$ cat src/rtl/pipeline_hazard_ctrl.sv
// rtl/pipeline_hazard_ctrl.sv - hazard, forwarding, flush and memory-wait control
// Stall/bubble/flush act combinationally this cycle; forwarding selects are latched on each advance.
module pipeline_hazard_ctrl #(
  parameter int WDOG_LIMIT = 255
) (
  input  logic        clk,
  input  logic        rst,
  input  logic        id_valid,
  input  logic [2:0]  id_num_Rm,
  input  logic [2:0]  id_num_Rn,
  input  logic        id_use_Rm,
  input  logic        id_use_Rn,
  input  logic [2:0]  ex_num_Rd,
  input  logic        ex_writes,
  input  logic        ex_loads,
  input  logic [2:0]  mem_num_Rd,
  input  logic        mem_writes,
  input  logic        mem_busy,
  input  logic        branch_taken,
  output logic        stall_front,
  output logic        stall_back,
  output logic        bubble,
  output logic        flush,
  output logic [1:0]  fwd_Rm_sel,
  output logic [1:0]  fwd_Rn_sel,
  output logic [15:0] stall_cycles,
  output logic        mem_timeout
);

  localparam int WDOG_W = (WDOG_LIMIT < 2) ? 1 : $clog2(WDOG_LIMIT + 1);

  typedef enum logic [1:0] {RUN, FLUSH, MEM_WAIT} state_t;

  state_t            state;
  state_t            next_state;
  logic              load_use;
  logic [WDOG_W-1:0] wdog;

  assign load_use = id_valid & ex_loads & ex_writes &
                    ((id_use_Rm & (id_num_Rm == ex_num_Rd)) |
                     (id_use_Rn & (id_num_Rn == ex_num_Rd)));

  // The EX-stage producer is younger than the MEM-stage one, so it wins.
  function automatic logic [1:0] sel_for(input logic used, input logic [2:0] num,
                                         input logic exw, input logic [2:0] exrd,
                                         input logic memw, input logic [2:0] memrd);
    if (!used)                    return 2'b00;
    else if (exw && num == exrd)  return 2'b01;
    else if (memw && num == memrd) return 2'b10;
    else                          return 2'b00;
  endfunction

  always_comb begin
    stall_front = 1'b0;
    stall_back  = 1'b0;
    bubble      = 1'b0;
    flush       = 1'b0;
    next_state  = state;
    case (state)
      RUN: begin
        if (mem_busy) begin
          stall_front = 1'b1;
          stall_back  = 1'b1;
          next_state  = MEM_WAIT;
        end else if (branch_taken) begin
          flush      = 1'b1;
          bubble     = 1'b1;
          next_state = FLUSH;
        end else if (load_use) begin
          stall_front = 1'b1;
          bubble      = 1'b1;
        end
      end
      FLUSH: begin
        // A stall here drops the second flush: IF/ID was already killed.
        if (mem_busy) begin
          stall_front = 1'b1;
          stall_back  = 1'b1;
          next_state  = MEM_WAIT;
        end else begin
          flush      = 1'b1;
          next_state = RUN;
        end
      end
      MEM_WAIT: begin
        if (mem_busy) begin
          stall_front = 1'b1;
          stall_back  = 1'b1;
        end else begin
          next_state = RUN;
        end
      end
      default: next_state = RUN;
    endcase
    if (rst) begin
      stall_front = 1'b0;
      stall_back  = 1'b0;
      bubble      = 1'b0;
      flush       = 1'b0;
    end
  end

  always_ff @(posedge clk or posedge rst) begin
    if (rst) begin
      state        <= RUN;
      fwd_Rm_sel   <= 2'b00;
      fwd_Rn_sel   <= 2'b00;
      stall_cycles <= 16'd0;
      wdog         <= '0;
      mem_timeout  <= 1'b0;
    end else begin
      state <= next_state;
      if (!stall_front && !stall_back) begin
        if (bubble) begin
          fwd_Rm_sel <= 2'b00;
          fwd_Rn_sel <= 2'b00;
        end else begin
          fwd_Rm_sel <= sel_for(id_use_Rm, id_num_Rm, ex_writes, ex_num_Rd, mem_writes, mem_num_Rd);
          fwd_Rn_sel <= sel_for(id_use_Rn, id_num_Rn, ex_writes, ex_num_Rd, mem_writes, mem_num_Rd);
        end
      end
      if (stall_front && stall_cycles != 16'hFFFF)
        stall_cycles <= stall_cycles + 16'd1;
      if (state == MEM_WAIT) begin
        if (wdog < WDOG_W'(WDOG_LIMIT))
          wdog <= wdog + 1'b1;
        if (wdog >= WDOG_W'(WDOG_LIMIT - 1))
          mem_timeout <= 1'b1;
      end else begin
        wdog <= '0;
      end
    end
  end

endmodule

$ cat config.mk
export PLATFORM = sky130hd
export DESIGN_NAME = pipeline_hazard_ctrl
export DESIGN_NICKNAME = d
export VERILOG_FILES = /design/src/rtl/pipeline_hazard_ctrl.sv
export SDC_FILE = /design/constraint.sdc
export NUM_CORES = 1
export LEC_CHECK = 0
export ABC_AREA = 1
export ABC_CLOCK_PERIOD_IN_PS = 1700
export CORE_ASPECT_RATIO = 0.6
export CORE_MARGIN = 2
export CORE_UTILIZATION = 45
export DETAILED_ROUTE_END_ITERATION = 10
export PLACE_DENSITY = 0.76
export SYNTH_ARGS = -nofsm -noshare
export SYNTH_HDL_FRONTEND = slang
export SYNTH_SLANG_ARGS = --single-unit
$ cat constraint.sdc
create_clock -name clk -period 1.7 [get_ports clk]
set_clock_uncertainty 0.2 [all_clocks]
set_input_delay 0.17 -clock clk [delete_from_list [all_inputs] [get_ports clk]]
set_output_delay 0.17 -clock clk [all_outputs]
set_load 0.05 [all_outputs]
# Word-level counts from Yosys, hierarchy flattened
# Index checks and enable logic that the tools add are counted.
[word_totals]
output_inout_bits = 25
reg_bits = 31
word_cells = 71
[classes]
n_bitwise = 6
n_reduce_logical = 13
muxes = 32
n_addsub = 2
eq_ne = 10
n_lt_le_gt_ge = 2
[op_table]
columns = ["cell", "count"]
rows = [
  ["$mux 2", 12],
  ["$add 16x1->16 const B", 1],
  ["$mux 8", 2],
  ["$ne 16x16->1 const B", 1],
  ["$mux 1", 15],
  ["$eq 3x3->1", 4],
  ["$add 8x1->8 const B", 1],
  ["$ge 8x8->1 const B", 1],
  ["$lt 8x8->1 const B", 1],
  ["$logic_and 1x1->1", 6],
  ["$pmux 2 s3", 1],
  ["$and 1x1->1", 5],
  ["$pmux 1 s2", 2],
  ["$reduce_and 2->1", 2],
  ["$ne 3x3->1 const B", 1],
  ["$reduce_or 3->1", 1],
  ["$eq 2x1->1 const B", 1],
  ["$eq 2x2->1 const B", 1],
  ["$logic_not 1->1", 2],
  ["$logic_not 2->1", 1],
  ["$ne 2x1->1 const B", 1],
  ["$ne 2x2->1 const B", 1],
  ["$reduce_or 2->1", 1],
  ["$or 1x1->1", 1],
]

# Logic depth before layout (Yosys ltp)
# Gate-level depths: netlist (run 1).
[logic_depth]
word_depth = 11
depth_mapped = 12

# Least setup slack after synthesis (run 1)
# OpenSTA, ideal clock, no wires.
[synth_path]
kind = "input -> register"
start = "input port rst"
end = "register fwd_Rm_sel[0]"
cell_stages = 6
path_slack_ps = -746
setup_time_ps = 118
t_arrival_ps = 2129
cell_sequence = "inv_1 nand3_1 a21oi_1 nor2_1 nand2_1 nand2_1"
[synth_via]
word_cells_on_any_way = 7
cone_classes = "mux: 4; reduce/logical: 3"
[synth_lines]
columns = ["item", "line", "text"]
rows = [
  ["start, declared", "7", "input logic rst,"],
  ["$mux 1", "95", "if (rst) begin"],
  ["net bubble", "22", "output logic bubble,"],
  ["$mux 2", "114", "if (bubble) begin"],
  ["end signal, assigned", "118", "fwd_Rm_sel <= sel_for(id_use_Rm, id_num_Rm, ex_writes, ex_num_Rd, mem_writes, mem_num_Rd);"],
  ["end, declared", "24", "output logic [1:0] fwd_Rm_sel,"],
]
# The timed path passes the listed nets, and every way through them passes these cells.
# A chain may end at the register's enable or synchronous reset.

# Final worst setup path (run 1)
[layout_path]
start = "register stall_cycles[1]"
end = "register stall_cycles[9]"
[layout_via]
elab_chain_cells = 2
word_cells_on_any_way = 3
cone_classes = "add/sub: 1; eq/ne: 1; reduce/logical: 1"
[layout_rtl]
columns = ["item", "line", "text"]
rows = [
  ["start, declared", "26", "output logic [15:0] stall_cycles,"],
  ["start signal, assigned", "123", "stall_cycles <= stall_cycles + 16'd1;"],
  ["parallel branches: the longest is 2 deep, another holds $add 16x1->16", "-", ""],
]
# Parallel ways; which one is timed is not known.

==> results.md, run 1 <==
Status:
- The flow ran to the end, but the final reports show violations.
- The final reports fail on negative setup slack.

Route:
- Dividing the detail-routed wire length by the instance count gives 19.2 um.
- The violation count after the first detailed-routing iteration is 285.
- The mean number of vias per cell is 5.72.
- The total via count in the routed design is 2576.
- The count of nets left with antenna violations once routing finished came out at 0.
- The DRC violation count after routing is 0.
- The first TritonRoute pass finished after 5 iterations.
- After detailed routing, the total wire length is 8640 um.

Clock network:
- After clock tree synthesis, the clock-pin slew on the worst setup and hold paths is 0.07 ns.
- The clock tree synthesis step divided the H-tree into 2 levels.
- TritonCTS built the clock tree.
- The clock latency at the later pin of the worst-skew pair is 0.30 ns.
- The total number of clock tree sinks is 31.
- The total clock buffers created by CTS is 5.
- For this design, the CTS-stage hold fixing added 0 buffers.
- The buffer depth of the longest clock path is 2.
- The tree is rooted in a clkbuf_8.

Critical path:
- The worst register-to-register path begins at stall_cycles[1].
- The setup check on the worst reg-to-reg path leaves a slack of -0.30 ns.
- The worst setup path is launched from a flop.
- In this run the critical register-to-register path is captured at stall_cycles[9].
- The critical path start-end classification is flop to flop.
- The maximum fanout along the worst path is 3.
- The capture point of the critical path is stall_cycles[9].
- STA puts the critical path data required time at 1.73 ns.
- The critical path endpoint category is a flop.
- The origin of the worst setup path is stall_cycles[1].
- The data arrival time of the worst path is 2.03 ns.
- The worst reg-to-reg path cell count is 9.

Logic synthesis:
- The register bit total from synthesis is 31.
- The share of the synthesized area in the top cell type is 0.385.
- Synthesis produced a netlist with a net count of 306.
- Sorting the synthesized cells by area gives the leading types as dfrtp_1, nand2_1, inv_1.
- In this run the mean area of a mapped cell was 7.28 um2.
- Yosys printed 0 warnings.
- The number of library cell types mapped by synthesis is 26.
- The mapped netlist covers 0.00202 mm2.
- Synthesis produced a netlist whose cell count is 277.
- The biggest area contributor in the post-synthesis netlist is dfrtp_1.
- Of the synthesized area, sequential elements account for 0.385.

Floorplanning:
- The area of the placeable core is 0.00421 mm2.
- The x dimension of the die is 90.4 um.
- The die covers 0.00505 mm2.
- 47 I/O pins were placed.
- For this configuration, the core starts out at a cell density of 0.479.
- The count of standard-cell rows is 18.
- The die span in y is 55.9 um.

Layout:
- The layout overhead on the synthesized area is 82.1%.
- In the final layout, the share of cells above drive strength 1 is 0.449.
- The leading cell type in the layout, fill and taps excluded is buf_4.
- The library cells used most frequently in the layout, excluding fill and tap cells, are buf_4, nand2_1, inv_1, nand3_1, dfrtp_1.
- The final core utilization is 0.872.
- Excluding fillers, the count of instances in the completed layout stands at 450.
- The final layout contains 418 nets.
- The area taken by flip-flops and latches is 785 um2.
- The final antenna diode count is 0.
- The final cell area excluding filler cells is 0.00367 mm2.
- The layout has 192 filler cells.
- Summing all multi-input logic gate instances after layout gives 0.00141 mm2.

GRT:
- The first global-routing pass estimated 9820 um of wire.
- The total overflow left after global routing is 0.
- Entering global routing, the biggest net connects 32 pins.
- The global-route met1 utilization is 0.346.
- The initial antenna violation count came to 0.
- For this run, global-route usage on met2 was measured as 0.385.
- The via count of the first global-routing pass was 2124.
- For this run, the total global-route usage over all layers was measured as 0.247.
- In this run the most used layer during global routing was met2.
- The global-route track usage on met3 is 0.0501.

STA:
- The worst relative slew slack is 0.725.
- Based on the critical path, the design can be clocked at up to 0.500 GHz.
- The routed design could run at a clock period as short as 2.00 ns.
- On the final layout, the worst hold slack is 0.276 ns.
- Setup slack on the critical path of the routed design comes to -0.301 ns.
- Setup total negative slack on the finished layout was measured at -4.71 ns.
- The final count of pins violating max slew is 0.
- At the pin with the least slew margin, the transition time is 0.410 ns.
- The final-report hold violation count is 0.
- The ratio of final minimum period to clock period is 1.18.
- Setup violations remaining at the end of the flow were counted as 26.
- Setup repair after global routing could not meet its margin everywhere.

Placed design:
- The number of buffers added on ports is 46.
- The total placed cells including tap cells is 425.
- The instance area at placement is 0.00303 mm2.
- After legalization and detailed placement, the total HPWL measured 4360 um.
- The worst slack after detailed placement is -0.375 ns.
- The congestion estimate from routability-driven global placement came to 0.922.

Power and ir drop:
- The power after layout is 3.68 mW.
- The largest voltage drop on the vdd net is 0.600 mV.
- The total power density per cell area is 1000 mW/mm2.
- The static leakage power is 1.85 nW.

Job:
- The tool flagged a number of max-cap violations equal to 0.

Worst hold path:
- The kind of path behind the tightest hold check is flop to flop.
metal layers:
layer  wire length [um]  vias up  part of all wire
met4                382        0             0.044
met3                888       52              0.10
met2               3940      196              0.46
met5                  0        -                 0
met1               3420     1216              0.40
li1                   -     1112                 -
cell type report:
class | instances | share of cell area
Clock buffer | 6 | 0.0225
Clock inverter | 2 | 0.00954
Inverter | 39 | 0.0416
Multi-Input combinational cell | 203 | 0.385
Sequential cell | 31 | 0.214
Tap cell | 60 | 0.0204
Timing Repair Buffer | 109 | 0.307
cells in the mapped netlist:
master,count
o2111ai_1,1
nand4_1,6
nand3_2,2
nand2_1,84
buf_2,2
a31oi_1,2
nor2_2,1
and3_1,1
nor3_1,5
ha_1,7
or2_2,2
o21bai_1,1
nor2_1,19
xor2_1,7
o21ai_0,12
dfrtp_1,31
nor2_4,1
xnor2_1,9
inv_1,39
o21ai_1,3
nand3_1,27
buf_6,2
a21oi_1,6
nor4_1,2
a211oi_1,3
nand4_2,2
critical path: stages, from the launching register on:
cell and delay (ns):
dfrtp_2 0.40, buf_4 0.11, buf_4 0.11, nand3_1 0.18
inv_1 0.19, nand2_1 0.16, nor2_1 0.15, xor2_1 0.19
nand3_1 0.14, nand2_2 0.11
kinds of logic after synthesis:
family          synth area share
compound gates            0.0775
buf+inv                   0.0887
simple gates               0.336
fa+ha+maj                 0.0434
flops                      0.385
xor+xnor                  0.0695
state kept, by name, summed over array words and instances (netlist names):
name and flops:
state 2, stall_cycles 16, fwd_Rm_sel 2, mem_timeout 1, wdog 8, fwd_Rn_sel 2
report_power, final:
part / switching, mW / total, mW / leakage (nW) / internal, mW
combinational: 1.02 / 1.96 / 1.37 / 0.941
sequential: 0.107 / 0.934 / 0.415 / 0.827
clock: 0.310 / 0.785 / 0.0612 / 0.474
total: 1.43 / 3.68 / 1.85 / 2.24
repair_timing:
| item | in CTS | in global routing |
|---|---|---|
| gates resized for setup | 26 | 80 |
| pin swaps | 10 | 26 |
| setup buffers | 11 | 7 |
| endpoints found under the setup margin | 25 | 35 |
| gates cloned | 0 | 3 |
| hold endpoints to repair | 0 | 0 |
worst min-delay path by stage:
stage,from,end,cells past startpoint
after CTS,wdog[7],wdog[7],1
after detailed placement,wdog[7],wdog[7],1
after global placement,wdog[7],wdog[7],1
after floorplan,rst,fwd_Rm_sel[0],1
final,wdog[7],wdog[7],1
after global routing,wdog[7],wdog[7],1
Note: power is estimated with default switching activity, not from simulation.
==> run 2, diff against run 1 <==
CAP_MARGIN = 40   (was not set)
MAX_ROUTING_LAYER = met4   (was not set)
==> run 2 against run 1 <==
Effect of this change:
- the run still ends with negative setup slack left
- sequential share of layout area is 0.33 points higher
- global-route usage rose by 0.84 points
- power is 0.75% lower
- design area shrank 1.5%
- clock-buffer cell count unchanged
- register-to-register slack better by 0.04 ns
- setup slack improved by 0.043 ns
- via count shrank 2.3%
- critical path depth is 1 higher
- non-clock buffer count decreased by 2
- utilization shrank 1.3 points
==> results.md, run 2 (synthesized netlist as in run 1, its figures left out) <==
Status:
- The flow ran to the end, but the final reports show violations.
- The final reports fail on negative setup slack.

Clock network:
- The root buffer cell is clkbuf_8.
- After clock tree synthesis, the clock-pin slew on the worst setup and hold paths is 0.08 ns.
- The TritonCTS clock tree is built.
- The clock latency at the later pin of the worst-skew pair is 0.30 ns.
- CTS built an H-tree with a depth of 2.
- The buffer depth of the longest clock path is 2.
- TritonCTS created 5 clock buffers.
- For this design, the sink count on the clock tree is 31.

Critical path:
- STA classifies the critical path startpoint as a flop.
- Counting both buffers and inverters, the worst setup path holds a total of 1.
- The worst setup path is captured at a flop.
- The largest single stage delay on the critical path is 0.42 ns.
- STA puts the critical path data arrival time at 1.99 ns.
- The required time of the worst setup path is 1.73 ns.
- The slowest library cell on the worst path is dfrtp_2.
- The family of cells with the greatest summed delay on the critical path is simple AND/OR/NAND/NOR gates.
- The critical path goes through ha_4 > nand3_4 > nor2_4 > nand4_4 > nor2_4 > nand4_4 > nand3_4 > clkbuf_16 > nand2_1 > nand2_1.
- The critical path is of the flop to flop type.
- Of all nets on the critical path, the largest fanout is 5.

STA:
- Dividing the final minimum period by the clock period gives 1.15.
- The sum of negative setup slack is -4.27 ns.
- The count of endpoints failing setup in the final report is 25.
- The worst relative slew slack is 0.721.
- For this run, the top clock speed supported by timing is 0.511 GHz.
- Setup repair after global routing could not meet its margin everywhere.
- The minimum clock period is 1.96 ns.
- The final count of pins violating max slew is 0.
- The final hold slack is 0.293 ns.
- The slew of the pin with the lowest slew margin is 0.419 ns.
- The final-report hold violation count is 0.
- After layout, the worst setup slack is -0.258 ns.

Floorplanning:
- From left edge to right edge, the die measures 90.4 um.
- The die covers 0.00505 mm2.
- The count of standard-cell rows is 18.
- The top-level I/O count is 47.
- The area of the placeable core is 0.00421 mm2.
- The die span in y is 55.9 um.
- The effective utilization at floorplan is 0.479.

Placed design:
- During placement, the flow inserted port buffers numbering 46.
- Counting tap cells, the placed design contains a total of 425 instances.
- After legalization and detailed placement, the total HPWL measured 4360 um.
- The instance area at placement is 0.00303 mm2.
- The worst slack after detailed placement is -0.375 ns.
- At the end of routability-driven placement, the weighted congestion stood at 0.939.

Layout:
- Leaving out fill and tap cells, the most frequent cells in the layout are nand2_1, buf_4, inv_1, nand3_1, dfrtp_1.
- stall_cycles holds more flip-flops than any other register.
- The final antenna diode count is 0.
- The final cell area excluding filler cells is 0.00362 mm2.
- The layout has 204 filler cells.
- Relative to the synthesized area, the layout overhead comes to 79.3%.
- The final layout net count is 416.
- The flip-flop count of the largest register after layout is 16.
- The share of layout cells above drive strength 1 is 0.436.
- Summing all multi-input logic gate instances after layout gives 0.00137 mm2.
- For this run, the share of the core covered by cells in the final layout is 0.859.
- The largest registers in the layout are stall_cycles (16), wdog (8).
- The non-filler instance count after layout is 448.
- The area taken by flip-flops and latches is 785 um2.

Route:
- The total via count in the routed design is 2517.
- The total routed wirelength is 8320 um.
- The highest layer touched by signal routing is met4.
- For this run, design rule violations remaining after detail routing come to 0.
- The per-cell routed wire length is 18.6 um.
- The detailed router finished its first iteration with 172 violations.
- The routed design uses 703 um of met3 wire.
- The detailed-routing iteration count for the pre-antenna-repair pass is 5.
- Wire segments on met2 add up to 3980 um in the final route.
- The routed length on met1 is 3350 um.
- The antenna violation net count after detailed routing is 0.
- The mean number of vias per cell is 5.62.

Worst hold path:
- The kind of path behind the tightest hold check is flop to flop.

GRT:
- In the global route stage, overall resource usage came out at 0.256.
- Entering global routing, the biggest net connects 32 pins.
- The via count of the first global-routing pass was 2117.
- The first global-routing pass estimated 9830 um of wire.
- Summed over all layers, the global routing overflow is 0.
- The initial antenna violation count came to 0.

Power and ir drop:
- The static leakage power is 1.82 nW.
- The worst-case IR drop observed on VDD is 0.571 mV.
- The total power density per cell area is 1010 mW/mm2.
- Power comes to 3.65 mW.

Job:
- The number of violations of the max-capacitance limit is 0.
-- run 2: worst paths after layout --
| kind | from | endpoint | slack (ns) | depth (start not counted) |
|---|---|---|---|---|
| min reg2reg | mem_timeout | mem_timeout | 0.29 | 1 |
| min in group asynchronous | rst | stall_cycles[0] | 0.42 | 4 |
| max reg2reg | stall_cycles[0] | stall_cycles[12] | -0.26 | 10 |
| min | mem_timeout | mem_timeout | 0.29 | 1 |
| max in group asynchronous | rst | stall_cycles[1] | 0.55 | 4 |
| max | stall_cycles[0] | stall_cycles[12] | -0.26 | 10 |
-- run 2: metal layers --
metal,track usage,vias up
met1,0.348,1197
met5,-,-
met2,0.382,168
met4,0.0791,0
li1,-,1105
met3,0.0583,47
-- run 2: layout make-up --
class / count / share of cell area
clock buffers: 6 / 0.0228
clock inverters: 2 / 0.00969
inverters: 39 / 0.0422
multi-input cells: 203 / 0.380
flip-flops and latches: 31 / 0.217
well taps: 60 / 0.0208
repair buffers: 107 / 0.308
-- run 2: power breakdown --
| group | switching [mW] | internal [mW] | total (mW) |
|---|---|---|---|
| clock | 0.339 | 0.475 | 0.814 |
| combinational | 0.981 | 0.919 | 1.90 |
| sequential | 0.109 | 0.827 | 0.936 |
-- run 2: worst reg2reg max path: cells and delay by family (launching register included) --
family	cells	cell delay (ns)
flops	1	0.42
simple gates	8	0.91
buf+inv	1	0.18
fa+ha+maj	1	0.17
-- run 2: repair_timing --
action                     CTS  global route
gates cloned                 0             3
setup endpoints to repair   25            35
hold buffers                 0             0
gates resized for setup     26            70
setup buffers               11             6
pin swaps                   10            13
